<file path="config.mk">
export PLATFORM = sky130hd
export DESIGN_NAME = rv32i_irq_controller_flat
export DESIGN_NICKNAME = d
export VERILOG_FILES = /design/src/rtl/rv32i_irq_controller_if.sv /design/src/rtl/rv32i_irq_controller.sv /design/src/flat_wrapper.sv
export SDC_FILE = /design/constraint.sdc
export NUM_CORES = 1
export LEC_CHECK = 0
export ABC_CLOCK_PERIOD_IN_PS = 4700
export CELL_PAD_IN_SITES_DETAIL_PLACEMENT = 1
export CELL_PAD_IN_SITES_GLOBAL_PLACEMENT = 1
export CORE_UTILIZATION = 31
export DETAILED_ROUTE_END_ITERATION = 10
export PLACE_DENSITY = 0.85
export SLEW_MARGIN = 20
export SYNTH_ARGS = -nofsm -noshare
export SYNTH_HDL_FRONTEND = slang
export SYNTH_SLANG_ARGS = --single-unit
</file>
<file path="constraint.sdc">
create_clock -name clk_i -period 4.7 [get_ports clk_i]
set_input_delay 0.705 -clock clk_i [delete_from_list [all_inputs] [get_ports clk_i]]
set_output_delay 0.705 -clock clk_i [all_outputs]
set_load 0.005 [all_outputs]
</file>
<file path="src/rtl/rv32i_irq_controller_if.sv">
// Core/CSR-side bus of the interrupt controller: word-wide config port plus the offer handshake.
// Handshake: the controller holds irq_valid_o and irq_id_o steady until irq_ack_i is seen with valid high;
// ack without valid and complete outside service are ignored by the controller.
interface rv32i_irq_controller_if #(
  parameter int ID_W = 3,
  parameter int XLEN = 32
);
  logic            cfg_we_i;
  logic [1:0]      cfg_addr_i;
  logic [XLEN-1:0] cfg_wdata_i;
  logic [XLEN-1:0] cfg_rdata_o;
  logic            irq_valid_o;
  logic [ID_W-1:0] irq_id_o;
  logic            irq_ack_i;
  logic            irq_complete_i;
  logic            busy_o;

  modport master (
    output cfg_we_i, cfg_addr_i, cfg_wdata_i, irq_ack_i, irq_complete_i,
    input  cfg_rdata_o, irq_valid_o, irq_id_o, busy_o
  );

  modport slave (
    input  cfg_we_i, cfg_addr_i, cfg_wdata_i, irq_ack_i, irq_complete_i,
    output cfg_rdata_o, irq_valid_o, irq_id_o, busy_o
  );
endinterface

</file>
<file path="src/rtl/rv32i_irq_controller.sv">
// Priority interrupt controller: synchronizes requests, latches edge/level pending bits,
// arbitrates by programmable priority and offers one source at a time to the core.
module rv32i_irq_controller #(
  parameter int NUM_SRC = 5,
  parameter int PRIO_W  = 2,
  parameter int ID_W    = 3,
  parameter int XLEN    = 32
) (
  input  logic                clk_i,
  input  logic                rst_ni,
  input  logic [NUM_SRC-1:0]  irq_i,
  rv32i_irq_controller_if.slave bus,
  output logic [1:0]          dbg_state_o
);
  localparam logic [1:0] ST_IDLE    = 2'd0;
  localparam logic [1:0] ST_OFFER   = 2'd1;
  localparam logic [1:0] ST_SERVICE = 2'd2;

  logic [NUM_SRC-1:0]        r_sync1, r_sync2, r_sync3;
  logic [NUM_SRC-1:0]        r_en, r_edge, r_pend;
  logic [NUM_SRC*PRIO_W-1:0] r_prio;
  logic [1:0]                r_state;
  logic [ID_W-1:0]           r_id;

  logic [NUM_SRC-1:0]        w_rise, w_w1c, w_ack_clr, w_clr, w_elig, w_pend_nxt;
  logic                      w_ack_fire, w_any;
  logic [ID_W-1:0]           w_win_id;
  logic [PRIO_W-1:0]         w_best;
  logic                      w_unused;

  assign w_unused   = ^bus.cfg_wdata_i;
  assign w_rise     = r_sync2 & ~r_sync3;
  assign w_ack_fire = (r_state == ST_OFFER) && bus.irq_ack_i;
  assign w_w1c      = (bus.cfg_we_i && bus.cfg_addr_i == 2'd3) ? bus.cfg_wdata_i[NUM_SRC-1:0] : '0;
  assign w_clr      = w_w1c | w_ack_clr;
  // Edge bits: a fresh rising edge wins over any clear in the same cycle.
  assign w_pend_nxt = (r_edge & (w_rise | (r_pend & ~w_clr))) | (~r_edge & r_sync2);
  assign w_elig     = r_pend & r_en;

  always_comb begin
    w_ack_clr = '0;
    for (int i = 0; i < NUM_SRC; i++) begin
      w_ack_clr[i] = w_ack_fire && (r_id == ID_W'(i + 1));
    end
  end

  // Strict greater-than keeps the lowest index on ties and excludes priority 0.
  always_comb begin
    w_any    = 1'b0;
    w_win_id = '0;
    w_best   = '0;
    for (int i = 0; i < NUM_SRC; i++) begin
      if (w_elig[i] && (r_prio[i*PRIO_W +: PRIO_W] > w_best)) begin
        w_best   = r_prio[i*PRIO_W +: PRIO_W];
        w_win_id = ID_W'(i + 1);
        w_any    = 1'b1;
      end
    end
  end

  always_ff @(posedge clk_i or negedge rst_ni) begin
    if (!rst_ni) begin
      r_sync1 <= '0;
      r_sync2 <= '0;
      r_sync3 <= '0;
      r_pend  <= '0;
    end else begin
      r_sync1 <= irq_i;
      r_sync2 <= r_sync1;
      r_sync3 <= r_sync2;
      r_pend  <= w_pend_nxt;
    end
  end

  always_ff @(posedge clk_i or negedge rst_ni) begin
    if (!rst_ni) begin
      r_en   <= '0;
      r_edge <= '0;
      r_prio <= '0;
    end else if (bus.cfg_we_i) begin
      case (bus.cfg_addr_i)
        2'd0:    r_en   <= bus.cfg_wdata_i[NUM_SRC-1:0];
        2'd1:    r_edge <= bus.cfg_wdata_i[NUM_SRC-1:0];
        2'd2:    r_prio <= bus.cfg_wdata_i[NUM_SRC*PRIO_W-1:0];
        default: ;
      endcase
    end
  end

  // The offered id is frozen from IDLE until completion; nothing else may change it.
  always_ff @(posedge clk_i or negedge rst_ni) begin
    if (!rst_ni) begin
      r_state <= ST_IDLE;
      r_id    <= '0;
    end else begin
      case (r_state)
        ST_IDLE: begin
          if (w_any) begin
            r_state <= ST_OFFER;
            r_id    <= w_win_id;
          end
        end
        ST_OFFER: begin
          if (bus.irq_ack_i) r_state <= ST_SERVICE;
        end
        ST_SERVICE: begin
          if (bus.irq_complete_i) begin
            r_state <= ST_IDLE;
            r_id    <= '0;
          end
        end
        default: begin
          r_state <= ST_IDLE;
          r_id    <= '0;
        end
      endcase
    end
  end

  always_comb begin
    bus.cfg_rdata_o = '0;
    case (bus.cfg_addr_i)
      2'd0:    bus.cfg_rdata_o = XLEN'(r_en);
      2'd1:    bus.cfg_rdata_o = XLEN'(r_edge);
      2'd2:    bus.cfg_rdata_o = XLEN'(r_prio);
      default: bus.cfg_rdata_o = XLEN'(r_pend);
    endcase
  end

  assign bus.irq_valid_o = (r_state == ST_OFFER);
  assign bus.irq_id_o    = r_id;
  assign bus.busy_o      = (r_state != ST_IDLE);
  assign dbg_state_o     = r_state;
endmodule

</file>
<file path="src/flat_wrapper.sv">
// flat-port wrapper written by rule: the top's interface ports become plain ports
module rv32i_irq_controller_flat 
#(
  parameter int NUM_SRC = 5,
  parameter int PRIO_W  = 2,
  parameter int ID_W    = 3,
  parameter int XLEN    = 32
)
  (clk_i, rst_ni, irq_i, dbg_state_o, bus_cfg_we_i, bus_cfg_addr_i, bus_cfg_wdata_i, bus_irq_ack_i, bus_irq_complete_i, bus_cfg_rdata_o, bus_irq_valid_o, bus_irq_id_o, bus_busy_o);
  rv32i_irq_controller_if #(.ID_W(ID_W), .XLEN(XLEN)) bus_i ();
  input  logic clk_i;
  input  logic rst_ni;
  input  logic [NUM_SRC-1:0] irq_i;
  output logic [1:0] dbg_state_o;
  input wire logic [$bits(bus_i.cfg_we_i)-1:0] bus_cfg_we_i;
  input wire logic [$bits(bus_i.cfg_addr_i)-1:0] bus_cfg_addr_i;
  input wire logic [$bits(bus_i.cfg_wdata_i)-1:0] bus_cfg_wdata_i;
  input wire logic [$bits(bus_i.irq_ack_i)-1:0] bus_irq_ack_i;
  input wire logic [$bits(bus_i.irq_complete_i)-1:0] bus_irq_complete_i;
  output wire logic [$bits(bus_i.cfg_rdata_o)-1:0] bus_cfg_rdata_o;
  output wire logic [$bits(bus_i.irq_valid_o)-1:0] bus_irq_valid_o;
  output wire logic [$bits(bus_i.irq_id_o)-1:0] bus_irq_id_o;
  output wire logic [$bits(bus_i.busy_o)-1:0] bus_busy_o;
  assign bus_i.cfg_we_i = bus_cfg_we_i;
  assign bus_i.cfg_addr_i = bus_cfg_addr_i;
  assign bus_i.cfg_wdata_i = bus_cfg_wdata_i;
  assign bus_i.irq_ack_i = bus_irq_ack_i;
  assign bus_i.irq_complete_i = bus_irq_complete_i;
  assign bus_cfg_rdata_o = bus_i.cfg_rdata_o;
  assign bus_irq_valid_o = bus_i.irq_valid_o;
  assign bus_irq_id_o = bus_i.irq_id_o;
  assign bus_busy_o = bus_i.busy_o;
  rv32i_irq_controller #(.NUM_SRC(NUM_SRC), .PRIO_W(PRIO_W), .ID_W(ID_W), .XLEN(XLEN)) u_core (.clk_i(clk_i), .rst_ni(rst_ni), .irq_i(irq_i), .bus(bus_i), .dbg_state_o(dbg_state_o));
endmodule
</file>
==> results.json, run 1 <==
{
  "outcome": "finished clean",
  "synth.area.top_cells": "dfrtp_1 49%, mux2_2 9.8%, buf_4 7.2%, mux4_2 4.9%, nand2_1 3.9%",
  "arrival_ns": 4.83,
  "hold_viol": 0,
  "dr.pass1.iters": 4,
  "synth_seq_area_share": 0.489,
  "cts-root-buf": "clkbuf_8",
  "die_w_um": 88.2,
  "hold_class": "reg -> reg",
  "synthSimpleGateAreaFrac": 0.110,
  "dieArea_um2": 7780,
  "max_cap_violations": 0,
  "post_drt_wl_per_cell_um": 14.8,
  "critPathLaunchType": "flip-flop",
  "synth_top_area_share": 0.489,
  "cts_buffers": 5,
  "synth_cells": 193,
  "grt_pass1_wl_mm": 8.49,
  "clk_pin_slew_ns": 0.09,
  "area_growth_pct": 32.4,
  "netlist_area_um2": 2300,
  "finalSetupViolCount": 0,
  "crit_path_end_kind": "flip-flop",
  "drive_above_1_share": 0.315,
  "post-route-util": 0.423,
  "drtAntennaViolNets": 0,
  "fin_crit_ns": 4.63,
  "vias_per_cell": 4.58,
  "yosys.area.top_type": "dfrtp_1",
  "synth_cell_type_count": 41,
  "wirelength_mm": 5.28,
  "postPlaceCellArea_um2": 2800,
  "antenna_found_initial": 0,
  "diodes": 0,
  "syn_avg_cell_area_um2": 11.9,
  "cts_tree": "built",
  "relSlewSlack": 0.402,
  "grt_overflow": 0,
  "core_area_um2": 7210,
  "vdd_drop_max_v": 0.000147,
  "leakage_nw": 1.36,
  "synthMuxAreaShare": 0.166,
  "worstSkewPairLatency_ns": 0.30,
  "maxSlewViolCount": 0,
  "first_global_vias": 1741,
  "cts_max_path_buffers": 2,
  "path_max_fanout": 4,
  "die_y_um": 88.2,
  "grt.total_usage": 0.150,
  "fin_area_um2": 3050,
  "setup_tns_ns": 0,
  "fillers": 803,
  "place.gp.congestion": 0.734,
  "rows": 31,
  "path_class": "reg -> reg",
  "ys_ff_latch": 45,
  "num-nets-final": 307,
  "synthAdderAreaFrac": 0.0423,
  "max_freq_ghz": 0.216,
  "h-tree-depth": 2,
  "ios": 83,
  "cts_sinks": 45,
  "route.detailed.drc": 0,
  "fin_crit_sh": 0.986,
  "power.density_nw_per_um2": 437,
  "finClkSkew_ns": 0.00773,
  "io_buffers": 38,
  "critical_path_required_ns": 4.90,
  "synth_top_family_by_area": "multiplexers",
  "worstMarginPinSlew_ns": 0.895,
  "dp_hpwl_mm": 3.82,
  "start_util": 0.319,
  "rsz0062_at_grt": "yes",
  "synth-compound-area-share": 0.0966,
  "synthXorXnorAreaFrac": 0.00380,
  "drt_iter0_drc": 68,
  "grt_max_degree": 46,
  "synth_warnings": 0,
  "vias": 1631
}
cell usage in the layout (no fill, tap or decap), types with 3 or more instances in the layout:
| cell | Yosys | layout |
|---|---|---|
| conb_1 | 1 | 22 |
| a22o_1 | 3 | 3 |
| ha_1 | 7 | 4 |
| inv_1 | 10 | 9 |
| buf_4 | 22 | 22 |
| o21ai_0 | 5 | 3 |
| clkbuf_8 | 0 | 7 |
| nand2_1 | 24 | 23 |
| clkdlybuf4s50_1 | 0 | 37 |
| mux4_2 | 5 | 5 |
| mux2_4 | 3 | 3 |
| dfrtp_1 | 45 | 45 |
| and2_1 | 5 | 5 |
| mux2_2 | 20 | 20 |
power breakdown:
part           switching (mW)  internal, mW  leakage, nW
clock network           0.133         0.133       0.0542
logic                   0.225         0.323        0.769
registers              0.0695         0.452        0.533
total                   0.427         0.908         1.36
cell families after synthesis:
kind of cell | Yosys count
AOI/OAI and AO/OA | 27
and+or+nand+nor | 49
xor gates and xnor gates | 1
adders and majority gates | 8
muxes | 28
DFF | 45
buffers and inverters | 34
other | 1
worst max-delay path, cell delays in order, from the launching register on:
cell,delay [ns]
dfrtp_1,0.39
nand3_2,0.14
ha_4,0.27
nor2b_4,0.13
o2111ai_4,0.25
nand2_1,0.10
o21ai_2,0.09
ha_2,0.19
inv_1,0.04
maj3_2,0.29
o2111ai_2,0.11
mux2_4,0.33
ha_1,0.17
and2b_2,0.24
o2111ai_4,0.16
mux2_4,0.33
ha_2,0.32
a211oi_2,0.06
buf_4,0.14
or3_4,0.35
nor2_4,0.12
a31oi_2,0.11
a22o_1,0.18
stage by stage:
stage	setup slack, ns	power [mW]	instances	hold WS, ns
after floorplan	0.174	0.785	214	0.331
after global placement	-0.0578	0.969	339	0.331
after detailed placement	-0.288	0.992	339	0.336
after CTS	0.00314	1.32	350	0.350
after global routing	-0.111	1.42	356	0.366
final	0.0658	1.33	356	0.345
routing by layer:
layer  track usage  vias to the layer above  routed length [um]
met1         0.161                      821                2100
met2         0.285                       43                2880
met5             0                        -                   0
li1              -                      760                   -
met4        0.0499                        0                  89
met3        0.0382                        7                 216
timing repair:
action,4_1_cts,5_1_grt
buffers inserted,3,6
gates resized for setup,13,6
hold buffers,0,0
pin swaps,7,12
endpoints found under the setup margin,4,4
final timing paths:
check	from	to	slack, ns	cells after the start
setup / recovery	u_core.r_pend[0]	u_core.bus.irq_id_o[0]	0.07	22
hold / removal	u_core.r_sync1[3]	u_core.r_sync2[3]	0.34	0
setup reg to reg	u_core.r_pend[0]	u_core.bus.irq_id_o[0]	0.07	22
hold reg to reg	u_core.r_sync1[3]	u_core.r_sync2[3]	0.34	0
max in group asynchronous	rst_ni	u_core.r_sync1[3]	3.92	1
min in group asynchronous	rst_ni	u_core.r_sync1[2]	0.40	1
final cells by class:
type | instances | area [um2] | share of cell area
multi-input combinational | 135 | 1130 | 0.369
sequential | 45 | 1130 | 0.369
timing repair buffer | 59 | 536 | 0.175
tap | 99 | 124 | 0.0406
clock buffer | 7 | 96.3 | 0.0316
inverter | 10 | 37.5 | 0.0123
clock inverter | 1 | 5.00 | 0.00164
flip-flops by register name, summed over array words and instances (netlist names):
register / cells
u_core.r_pend: 5
u_core.r_sync2: 5
u_core.bus.irq_id_o: 3
u_core.r_prio: 10
u_core.r_sync1: 5
u_core.dbg_state_o: 2
u_core.r_sync3: 5
u_core.r_edge: 5
u_core.r_en: 5
synthesized netlist by cell type:
| master | count |
|---|---|
| dfrtp_1 | 45 |
| nand2_1 | 24 |
| buf_4 | 22 |
| mux2_2 | 20 |
| inv_1 | 10 |
| ha_1 | 7 |
| and2_1 | 5 |
| mux4_2 | 5 |
| o21ai_0 | 5 |
| a21oi_1 | 3 |
| a22o_1 | 3 |
| a31oi_1 | 3 |
| mux2_4 | 3 |
| nand3_1 | 3 |
| nor2_1 | 3 |
| and3_1 | 2 |
| clkbuf_1 | 2 |
| nand3b_1 | 2 |
| nor2b_1 | 2 |
| nor3b_1 | 2 |
| o2111ai_1 | 2 |
| a211oi_1 | 1 |
| a21o_1 | 1 |
| a21o_2 | 1 |
| a221oi_1 | 1 |
| a31o_2 | 1 |
| and2b_2 | 1 |
| conb_1 | 1 |
| maj3_1 | 1 |
| nand2b_1 | 1 |
| nor2b_4 | 1 |
| o2111a_1 | 1 |
| o2111ai_2 | 1 |
| o2111ai_4 | 1 |
| o211a_1 | 1 |
| o21bai_1 | 1 |
| o2bb2ai_1 | 1 |
| or2_2 | 1 |
| or3_1 | 1 |
| or3b_2 | 1 |
| xnor2_1 | 1 |
Power figures use the tool's default switching activity.
==> inputs of run 2 (changes only) <==
--- a/config.mk
+++ b/config.mk
@@ -8,6 +8,7 @@
 export ABC_CLOCK_PERIOD_IN_PS = 4700
 export CELL_PAD_IN_SITES_DETAIL_PLACEMENT = 1
 export CELL_PAD_IN_SITES_GLOBAL_PLACEMENT = 1
+export CORE_MARGIN = 5
 export CORE_UTILIZATION = 31
 export DETAILED_ROUTE_END_ITERATION = 10
 export PLACE_DENSITY = 0.85
==> run 2 against run 1 <==
The run now ends with negative setup slack left. Largest power group unchanged. Hold slack gained 0.012 ns. Critical path type unchanged. Final area up 1.4%. Register-to-register slack got worse by 0.15 ns. Critical endpoint unchanged. Core utilization up 0.36 points. First-iteration DRC count shrank 2.9%. Combinational power rose by 10%. Non-clock buffer count decreased by 4.
==> results.json, run 2 (synthesis results as in run 1) <==
{
  "rsz0062_at_grt": "yes",
  "top_register": "u_core.r_prio",
  "relSlewSlack": 0.423,
  "finalSetupViolCount": 4,
  "diodes": 0,
  "largest_register_ffs": 10,
  "clk_pin_slew_ns": 0.09,
  "finClkSkew_ns": 0.00594,
  "cts_buffers": 5,
  "vias": 1671,
  "hold_class": "reg -> reg",
  "max_freq_ghz": 0.209,
  "ios": 83,
  "use_met3": 0.0399,
  "met2_usage": 0.250,
  "post_drt_wl_per_cell_um": 17.0,
  "setup_tns_ns": -0.177,
  "drtAntennaViolNets": 0,
  "crit_path_end_kind": "flip-flop",
  "rows": 31,
  "max_cap_violations": 0,
  "whs_path_depth": 0,
  "cts_max_path_buffers": 2,
  "worstMarginPinSlew_ns": 0.864,
  "dr.pass1.iters": 4,
  "arrival_ns": 4.99,
  "cts_sinks": 45,
  "io_buffers": 38,
  "vias_per_cell": 4.75,
  "fin_crit_sh": 1.02,
  "antenna_found_initial": 0,
  "critical_path_required_ns": 4.91,
  "post-route-util": 0.427,
  "grt_overflow": 0,
  "dieArea_um2": 9260,
  "core_area_um2": 7250,
  "register_area_um2": 1130,
  "top_usage_layer": "met2",
  "die_w_um": 96.2,
  "fillers": 797,
  "path_class": "reg -> reg",
  "rrSetupSlack_ns": -0.08,
  "leakage_nw": 1.35,
  "most-common-layout-cells": "45 x dfrtp_1, 37 x clkdlybuf4s50_1, 22 x nand2_1, 22 x conb_1, 20 x mux2_2",
  "multiInputGateArea_um2": 1180,
  "grt_pass1_wl_mm": 9.30,
  "grt_use_met1": 0.144,
  "grt_max_degree": 46,
  "route.detailed.drc": 0,
  "hold_viol": 0,
  "final_common_cell": "dfrtp_1",
  "vdd_drop_max_v": 0.000182,
  "worstSkewPairLatency_ns": 0.31,
  "power.density_nw_per_um2": 465,
  "maxSlewViolCount": 0,
  "grt.total_usage": 0.135,
  "dp_hpwl_mm": 4.18,
  "drt_iter0_drc": 66,
  "rr_endpoint": "u_core.bus.irq_id_o[0]",
  "path_max_fanout": 4,
  "cts-root-buf": "clkbuf_8",
  "area_growth_pct": 34.3,
  "place.gp.congestion": 0.776,
  "die_y_um": 96.2,
  "fin_crit_ns": 4.78,
  "ff2ff_path_depth": 23,
  "r2r_start": "u_core.r_pend[0]",
  "h-tree-depth": 2,
  "first_global_vias": 1877,
  "start_util": 0.318,
  "holdPathEnd": "u_core.r_sync2[1]",
  "critPathLaunchType": "flip-flop",
  "cts_tree": "built",
  "violations": "negative setup slack",
  "hold_start": "u_core.r_sync1[1]",
  "setup_slack_ns": -0.0839,
  "outcome": "complete, but fails checks",
  "wirelength_mm": 6.00,
  "drive_above_1_share": 0.312,
  "num-nets-final": 303
}
## run 2: worst max-delay path: stages (launching register included)
cell	delay, ns
dfrtp_1	0.41
nand3_2	0.15
ha_4	0.27
nor2b_4	0.13
o2111ai_4	0.30
nand2_2	0.13
o21ai_4	0.10
ha_2	0.20
inv_2	0.04
maj3_2	0.33
o2111ai_4	0.09
mux2_4	0.35
ha_4	0.16
and2b_2	0.24
o2111ai_4	0.17
nand2_1	0.11
o21ai_1	0.07
ha_1	0.34
a21oi_2	0.17
a211oi_2	0.06
or3_4	0.39
nor2_4	0.17
a31oi_4	0.10
a22o_1	0.20
## run 2: cell type report
type	count	share of cell area
multi-input combinational	135	0.382
sequential	45	0.364
timing repair buffer	55	0.163
tap	99	0.0400
clock buffer	5	0.0222
clock inverter	3	0.0162
inverter	10	0.0121
## run 2: timing repair
action	CTS	global route
setup buffers	4	2
hold buffers	0	0
pin swaps	5	17
endpoints found under the setup margin	4	4
gates resized for setup	10	16
## run 2: per-layer routing
| layer | vias up | wire length [um] |
|---|---|---|
| met5 | - | 0 |
| met1 | 857 | 2270 |
| met3 | 10 | 327 |
| li1 | 757 | - |
| met2 | 47 | 3300 |
| met4 | 0 | 99 |
## run 2: power breakdown
part | switching [mW] | internal [mW]
Combinational | 0.263 | 0.339
Sequential | 0.0732 | 0.452
Clock | 0.148 | 0.163
## run 2: metrics by stage
stage / area [um2] / power, mW / hold WS [ns] / instances / setup WS (ns)
finish: 3090 / 1.44 / 0.357 / 352 / -0.0839
CTS: 3000 / 1.37 / 0.358 / 351 / 0.00465
detailed placement: 2800 / 1.00 / 0.336 / 339 / -0.225
global placement: 2800 / 0.970 / 0.332 / 339 / -0.0568
floorplan: 2380 / 0.785 / 0.331 / 214 / 0.174
global route: 3090 / 1.53 / 0.367 / 352 / -0.232
## run 2: worst max-delay path by stage
stage	from	endpoint	slack, ns
after global placement	u_core.r_en[0]	u_core.bus.irq_id_o[0]	-0.06
after detailed placement	u_core.r_en[0]	u_core.bus.irq_id_o[0]	-0.23
after CTS	u_core.r_pend[0]	u_core.bus.irq_id_o[0]	0.005
after floorplan	u_core.r_en[0]	u_core.bus.irq_id_o[0]	0.17
final	u_core.r_pend[0]	u_core.bus.irq_id_o[0]	-0.08
after global routing	u_core.r_pend[0]	u_core.bus.irq_id_o[0]	-0.23
==> inputs of run 3 (changes only) <==
--- a/config.mk
+++ b/config.mk
@@ -12,6 +12,7 @@
 export CORE_UTILIZATION = 31
 export DETAILED_ROUTE_END_ITERATION = 10
 export PLACE_DENSITY = 0.85
+export SKIP_CTS_REPAIR_TIMING = 1
 export SLEW_MARGIN = 20
 export SYNTH_ARGS = -nofsm -noshare
 export SYNTH_HDL_FRONTEND = slang
==> run 3 against run 2 <==
The run now ends clean. First-iteration DRC count decreased by 11%. Core utilization is 0.45 points lower. Hold slack hardly changed. Worst setup slack better by 0.15 ns. Clock power barely moved. Sequential power is essentially flat. Combinational power down 3%. Sequential share of layout area increased by 0.39 points. Count of clock-buffer cells in the layout unchanged. Non-clock buffer count is 2 lower. Largest cell class unchanged. Largest power group unchanged.
==> results.json, run 3 (synthesis results as in run 1) <==
{
  "crit_path_end_kind": "flip-flop",
  "grt_max_degree": 46,
  "cts-root-buf": "clkbuf_8",
  "vias_per_cell": 4.77,
  "vias": 1668,
  "cts_buffers": 5,
  "dp_hpwl_mm": 4.18,
  "route.detailed.drc": 0,
  "final_common_cell": "dfrtp_1",
  "hold_viol": 0,
  "hold_start": "u_core.r_sync1[1]",
  "cts_max_path_buffers": 2,
  "top_register": "u_core.r_prio",
  "worstMarginPinSlew_ns": 0.881,
  "die_y_um": 96.2,
  "switching_share": 0.335,
  "drtAntennaViolNets": 0,
  "area_growth_pct": 32.8,
  "fin_crit_ns": 4.64,
  "grt_pass1_wl_mm": 8.97,
  "hold_slack_ns": 0.357,
  "combPwrFrac": 0.411,
  "grt.total_usage": 0.130,
  "ios": 83,
  "io_buffers": 38,
  "postPlaceCellArea_um2": 2800,
  "leakage_nw": 1.34,
  "core_area_um2": 7250,
  "h-tree-depth": 2,
  "place_ws_ns": -0.225,
  "finalSetupViolCount": 0,
  "vdd_drop_max_v": 0.000178,
  "r2r_start": "u_core.r_prio[1]",
  "max_freq_ghz": 0.216,
  "first_global_vias": 1811,
  "fillers": 794,
  "power_frac_clock": 0.220,
  "p_switching_mw": 0.476,
  "post_drt_wl_per_cell_um": 16.7,
  "dr.pass1.iters": 4,
  "maxSlewViolCount": 0,
  "setup_tns_ns": 0,
  "critPathLaunch": "u_core.r_prio[1]",
  "cts_sinks": 45,
  "critPathLaunchType": "flip-flop",
  "power.density_nw_per_um2": 464,
  "start_util": 0.318,
  "fin_area_um2": 3060,
  "p_seq_frac": 0.369,
  "rows": 31,
  "grt_overflow": 0,
  "setup_slack_ns": 0.0649,
  "clk_pin_slew_ns": 0.09,
  "max_cap_violations": 0,
  "internal_power_mw": 0.943,
  "worstSkewPairLatency_ns": 0.31,
  "rsz0062_at_grt": "yes",
  "fin_crit_sh": 0.986,
  "relSlewSlack": 0.412,
  "diodes": 0,
  "drt_iter0_drc": 59,
  "critical_path_required_ns": 4.91,
  "wirelength_mm": 5.84,
  "largest_register_ffs": 10,
  "die_w_um": 96.2,
  "path_class": "reg -> reg",
  "num-nets-final": 301,
  "place.gp.congestion": 0.776,
  "most-common-layout-cells": "45 x dfrtp_1, 37 x clkdlybuf4s50_1, 23 x nand2_1",
  "arrival_ns": 4.84,
  "cts_tree": "built",
  "dieArea_um2": 9260,
  "path_max_fanout": 4,
  "p_total_mw": 1.42,
  "finClkSkew_ns": 0.00652,
  "outcome": "finished clean",
  "drive_above_1_share": 0.299,
  "hold_class": "reg -> reg",
  "antenna_found_initial": 0
}
==> run 3: cell types whose count changed in the layout (fill, tap and decap cells not counted), sizes merged <==
| cell | change |
|---|---|
| buf | -2 |
==> run 3: layer usage <==
| layer | GRT usage | vias up | part of all wire |
|---|---|---|---|
| met1 | 0.143 | 861 | 0.39 |
| met3 | 0.0383 | 11 | 0.055 |
| met2 | 0.236 | 46 | 0.54 |
| li1 | - | 750 | - |
| met4 | 0.0438 | 0 | 0.016 |
| met5 | 0 | - | 0 |
==> run 3: path summary, 6_finish.rpt <==
check,depth (start not counted),to,slack [ns]
min in group asynchronous,1,u_core.r_sync1[4],0.38
hold reg to reg,0,u_core.r_sync2[1],0.36
setup reg to reg,23,u_core.bus.irq_id_o[0],0.06
setup / recovery,23,u_core.bus.irq_id_o[0],0.06
hold / removal,0,u_core.r_sync2[1],0.36
max in group asynchronous,1,u_core.r_prio[7],3.91
==> run 3: area by class of cell <==
type | count | area [um2] | area share
multi-input cells | 135 | 1160 | 0.380
inverters | 10 | 37.5 | 0.0123
well taps | 99 | 124 | 0.0405
clock buffers | 5 | 68.8 | 0.0225
flip-flops and latches | 45 | 1130 | 0.368
repair buffers | 53 | 490 | 0.160
clock inverters | 3 | 50.0 | 0.0163
==> run 3: worst max-delay path: stages (launching register included) <==
cell	delay [ns]
dfrtp_1	0.41
nand3_2	0.15
ha_4	0.28
nor2b_4	0.13
o2111ai_4	0.27
nand2_1	0.11
o21ai_2	0.08
ha_2	0.19
inv_2	0.03
maj3_2	0.32
o2111ai_4	0.09
mux2_4	0.34
ha_4	0.15
and2b_2	0.24
o2111ai_4	0.14
nand2_1	0.10
o21ai_1	0.07
ha_1	0.35
a21oi_2	0.20
a211oi_4	0.06
or3_4	0.35
nor2_4	0.16
a31oi_2	0.11
a22o_1	0.19
==> run 3: power by group through the flow <==
stage | Sequential [mW] | Combinational (mW) | Clock [mW]
after detailed placement | 0.526 | 0.477 | 0
after global routing | 0.534 | 0.632 | 0.340
after floorplan | 0.508 | 0.278 | 0
after CTS | 0.519 | 0.481 | 0.319
after global placement | 0.520 | 0.450 | 0
final | 0.524 | 0.583 | 0.312
==> run 3: through the flow <==
step,instances,util
finish,350,0.422
CTS,347,0.402
floorplan,214,-
detailed placement,339,0.386
global placement,339,0.386
global route,350,0.422
==> patch 1 (config.mk and constraints of run 1) <==
Make the reset (`rst_ni`) synchronous in 3 clocked blocks.
--- a/src/rtl/rv32i_irq_controller.sv
+++ b/src/rtl/rv32i_irq_controller.sv
@@ -58,7 +58,7 @@
     end
   end
 
-  always_ff @(posedge clk_i or negedge rst_ni) begin
+  always_ff @(posedge clk_i) begin
     if (!rst_ni) begin
       r_sync1 <= '0;
       r_sync2 <= '0;
@@ -72,7 +72,7 @@
     end
   end
 
-  always_ff @(posedge clk_i or negedge rst_ni) begin
+  always_ff @(posedge clk_i) begin
     if (!rst_ni) begin
       r_en   <= '0;
       r_edge <= '0;
@@ -88,7 +88,7 @@
   end
 
   // The offered id is frozen from IDLE until completion; nothing else may change it.
-  always_ff @(posedge clk_i or negedge rst_ni) begin
+  always_ff @(posedge clk_i) begin
     if (!rst_ni) begin
       r_state <= ST_IDLE;
       r_id    <= '0;
Formal check against the unedited RTL: differs if rst_ni is asserted again (counterexample within 4 cycles, from zero or initial values and one cycle with rst_ni low); with rst_ni held inactive, the same outputs for 4 cycles.
==> patch 1 against run 1 <==
  * Wire length is 31% higher
  * Worst setup slack better by 0.013 ns
  * Critical path depth unchanged
  * Critical path type unchanged
  * Sequential cell count unchanged
  * Largest cell class unchanged
  * Final area rose by 4.5%
  * Synthesized area is 3.9% higher
Power is not compared: it rests on default switching activity, and its combinational part moved more than twofold at a synthesized area within 25%.
==> patch 1: results (changes against run 1) <==
Outcome
  • Status: finished, final reports clean

Clocking
  • H-tree depth: 2 (unchanged)
  • Worst-path clk slew: approximately 0.10 ns
  • CTS root buf: clkbuf_8

Setup path
  • CP peak stage delay: 0.36 ns (-0.03 ns)
  • FF-to-FF End: u_core.bus.irq_id_o[0]
  • Slowest-stage cell, CP: dfxtp_2
  • R2R Path Start: u_core.r_pend[0]
  • WP data arrival: 4.85 ns (+0.02 ns)

Timing
  • Worst slew pin tran: 0.7940 ns (-0.1006 ns)
  • Fin Hold WS: 0.4360 ns (+0.09109 ns)
  • Worst Clk Skew: 0.01182 ns (+0.004087 ns)
  • Final period utilization: 0.9831 (-0.002858)

Finish
  • Share of cells above drive strength 1: 0.2205 (-0.09468)
  • Antenna diodes: 0 (unchanged)
  • Fin nets: 372 (+21%)
  • Largest register FFs: 10 (unchanged)

Synthesis
  • Ys async rst share: 0 (-1.000)
  • Synth cell types: 48 (+17%)
  • Sequential area share after synthesis: 0.3764 (-0.1122)
  • Top cells by count, synth: dfxtp_1, nand2_1, buf_4
  • Synth area leaders: dfxtp_1, buf_4, and2_1, mux4_2, nand2_1

Place
  • Gpl congestion: 0.8016 (+9.2%)
  • Hpwl dp: 4725 um (+24%)
  • Placed cell areas: 2893 sq um (+3.3%)

Routing
  • Vias per std cell: 4.962 (+8.3%)
  • Wirelength per Cell: 16.44 um (+11%)
  • Drt first pass iters: 6 (+2)
  • DR iter-0 viols: 161 (+140%)

GRT
  • Largest net degree at the start of global routing: 27 (-41%)
  • Tot GR Track Use: 0.1643 (+0.01428)
  • First-pass GRT wire length: 10,670 um (+26%)
  • Vias in the first global route: 2,124 (+22%)
  • Initial antenna violation count: 0 (unchanged)

Worst hold path
  • Hold Crit Endpoint: u_core.r_sync2[2]
  • Worst Hold Class: reg -> reg
  • Hold Crit Depth: 1 (+1)
  • Hold Startpoint: u_core.r_sync1[2]
-- patch 1: report_power, final --
group          switching (mW)  internal, mW  total, mW
Sequential             0.0104         0.394      0.404
Combinational          0.0469        0.0465     0.0934
Clock                   0.146         0.108      0.254
Total                   0.204         0.548      0.751
-- patch 1: cell families (layout without fill, tap and decap cells) --
logic type | after synthesis | in the layout | share of synthesized area
buffers and inverters | 40 | 77 | 0.09879
DFF | 45 | 45 | 0.3764
other | 1 | 22 | 0.001567
adders and majority gates | 8 | 8 | 0.04129
AOI/OAI and AO/OA | 45 | 45 | 0.1453
muxes | 16 | 16 | 0.09514
and+or+nand+nor | 109 | 109 | 0.2415
-- patch 1: through the flow --
stage	util	worst slack, ns	cells	setup TNS [ns]
after floorplan	-	0.05276	285	0
after global placement	0.3925	0.02096	406	0
after detailed placement	0.3925	-0.1376	406	-0.4954
after CTS	0.4148	0.02802	417	0
after global routing	0.4328	-0.08498	421	-0.2457
final	0.4328	0.07926	421	0
-- patch 1: repair_timing --
action,in CTS,in global routing
pin swaps,8,10
setup endpoints to repair,4,4
setup buffers,3,4
gates cloned,0,0
gates resized for setup,11,18
-- patch 1: layout make-up --
type                       instances  area (sq um)
fill                             857          4180
multi-input combinational        200          1480
sequential                        45         905.9
timing repair buffer              60         549.3
tap                               99         123.9
clock buffer                       5         68.82
inverter                           9         36.28
clock inverter                     3         25.02
-- patch 1: metal layers --
| layer | global-route usage | wire [um] | vias up |
|---|---|---|---|
| met2 | 0.2904 | 3626 | 55 |
| met5 | 0 | 0 | - |
| met4 | 0.05242 | 99 | 0 |
| li1 | - | - | 988 |
| met3 | 0.03130 | 243 | 9 |
| met1 | 0.2008 | 2952 | 1037 |
-- patch 1: how the worst max path moves through the flow --
stage / to / startpoint
floorplan: u_core.dbg_state_o[0] / u_core.r_pend[0]
global placement: u_core.dbg_state_o[0] / u_core.r_pend[0]
detailed placement: u_core.dbg_state_o[0] / u_core.r_pend[0]
CTS: u_core.dbg_state_o[0] / u_core.r_pend[0]
global route: u_core.bus.irq_id_o[0] / u_core.r_pend[0]
finish: u_core.bus.irq_id_o[0] / u_core.r_pend[0]
-- patch 1: critical path, delay by kind of cell, from the launching register on --
kind                       cells  cell delay, ns
AOI/OAI and AO/OA              9            1.87
and+or+nand+nor                7            0.99
adders and majority gates      4            0.92
DFF                            1            0.36
muxes                          1            0.33
buffers and inverters          1            0.04
==> patch 2 (flow settings as in run 1) <==
Without the edit above. `XLEN` is set to 32 in 3 places; all go to 28.
--- a/src/rtl/rv32i_irq_controller_if.sv
+++ b/src/rtl/rv32i_irq_controller_if.sv
@@ -3,7 +3,7 @@
 // ack without valid and complete outside service are ignored by the controller.
 interface rv32i_irq_controller_if #(
   parameter int ID_W = 3,
-  parameter int XLEN = 32
+  parameter int XLEN = 28
 );
   logic            cfg_we_i;
   logic [1:0]      cfg_addr_i;
--- a/src/rtl/rv32i_irq_controller.sv
+++ b/src/rtl/rv32i_irq_controller.sv
@@ -4,7 +4,7 @@
   parameter int NUM_SRC = 5,
   parameter int PRIO_W  = 2,
   parameter int ID_W    = 3,
-  parameter int XLEN    = 32
+  parameter int XLEN    = 28
 ) (
   input  logic                clk_i,
   input  logic                rst_ni,
--- a/src/flat_wrapper.sv
+++ b/src/flat_wrapper.sv
@@ -4,7 +4,7 @@
   parameter int NUM_SRC = 5,
   parameter int PRIO_W  = 2,
   parameter int ID_W    = 3,
-  parameter int XLEN    = 32
+  parameter int XLEN    = 28
 )
   (clk_i, rst_ni, irq_i, dbg_state_o, bus_cfg_we_i, bus_cfg_addr_i, bus_cfg_wdata_i, bus_irq_ack_i, bus_irq_complete_i, bus_cfg_rdata_o, bus_irq_valid_o, bus_irq_id_o, bus_busy_o);
   rv32i_irq_controller_if #(.ID_W(ID_W), .XLEN(XLEN)) bus_i ();
Ports: changed (resized bus_cfg_rdata_o and bus_cfg_wdata_i); port bits go from 83 to 75. The function was not compared with the original's and may differ.
==> patch 2 against run 1 <==
  * Critical endpoint unchanged
  * Final area down 0.25%
  * Synthesized area down 1.3%
  * Worst setup slack better by 0.039 ns
  * Wire length up 1.5%
  * Maximum frequency up 0.85%
  * Clock power up 17%
  * Critical path type unchanged
  * Power up 5.3%
  * Sequential cell count unchanged
  * Via count down 1.5%
  * Clock skew down 0.00072 ns
==> patch 2: results (changes against run 1) <==
Outcome
  • Status: finished, final reports clean

GRT
  • Tot GR Track Use: 0.1491 (-0.0009453)
  • M1 GR Usage: 0.1754 (+0.01413)
  • Met3 Usage GRT: 0.02828 (-0.009971)
  • First-pass GRT wire length: 8452 um (-0.41%)
  • Vias in the first global route: 1,730 (-0.63%)

Setup path
  • R2R Setup Slk: 0.10 ns (+0.04 ns)
  • CP delay by family, top: compound AO/OA/AOI/OAI gates
  • CP peak stage delay: 0.42 ns (+0.03 ns)

Clocking
  • Postcts setup bufs: 2 (-1)

Worst hold path
  • Hold Startpoint: u_core.r_sync1[4]
  • Hold Crit Endpoint: u_core.r_sync2[4]

Routing
  • Vias per std cell: 4.669 (+1.9%)
  • Routed WL: 5362 um (+1.5%)
  • Met1 wire length: 2239 um (+6.6%)

Synthesis
  • Post-Synth XOR/XNOR Area: 0.003850 (+0.00005017)
  • Top cells by count, synth: dfrtp_1, nand2_1, mux2_2
  • Post-Synth Adder-Cell Area: 0.04290 (+0.0005590)
  • Synth area leaders: dfrtp_1, mux2_2, buf_4, mux4_2, nand2_1

Pwr
  • Comb pwr: 0.568 mW (+3.8%)
  • Clock Power: 0.312 mW (+17%)
  • Max VDD drop: 0.0001498 V (+2.1%)
  • Int Power: 0.9435 mW (+3.9%)

Timing
  • Worst rel slew slack: 0.3388 (-0.06341)
  • Worst Clk Skew: 0.007018 ns (-0.0007164 ns)
[patch 2: cell count changes in the layout (fill, tap and decap cells not counted), sizes merged]
cell    delta
buf        -5
bufinv     +1
clkbuf     -2
conb       -4
inv        +1
[patch 2: cell type report]
class,instances,area (sq um)
clock buffers,5,68.82
clock inverters,3,50.05
fillers,754,3900
inverters,10,37.54
multi-input cells,131,1140
flip-flops and latches,45,1126
well taps,96,120.1
repair buffers,54,501.7
[patch 2: through the flow]
| step | TNS, ns | cells | setup WS, ns | area, sq um |
|---|---|---|---|---|
| 6_report | 0 | 344 | 0.1047 | 3044 |
| 3_3_place_gp | -0.01818 | 330 | -0.01818 | 2766 |
| 4_1_cts | 0 | 340 | 0.001011 | 2944 |
| 3_5_place_dp | -0.4893 | 330 | -0.2550 | 2766 |
| 2_1_floorplan | 0 | 206 | 0.1742 | 2338 |
| 5_1_grt | -0.1739 | 344 | -0.09661 | 3044 |
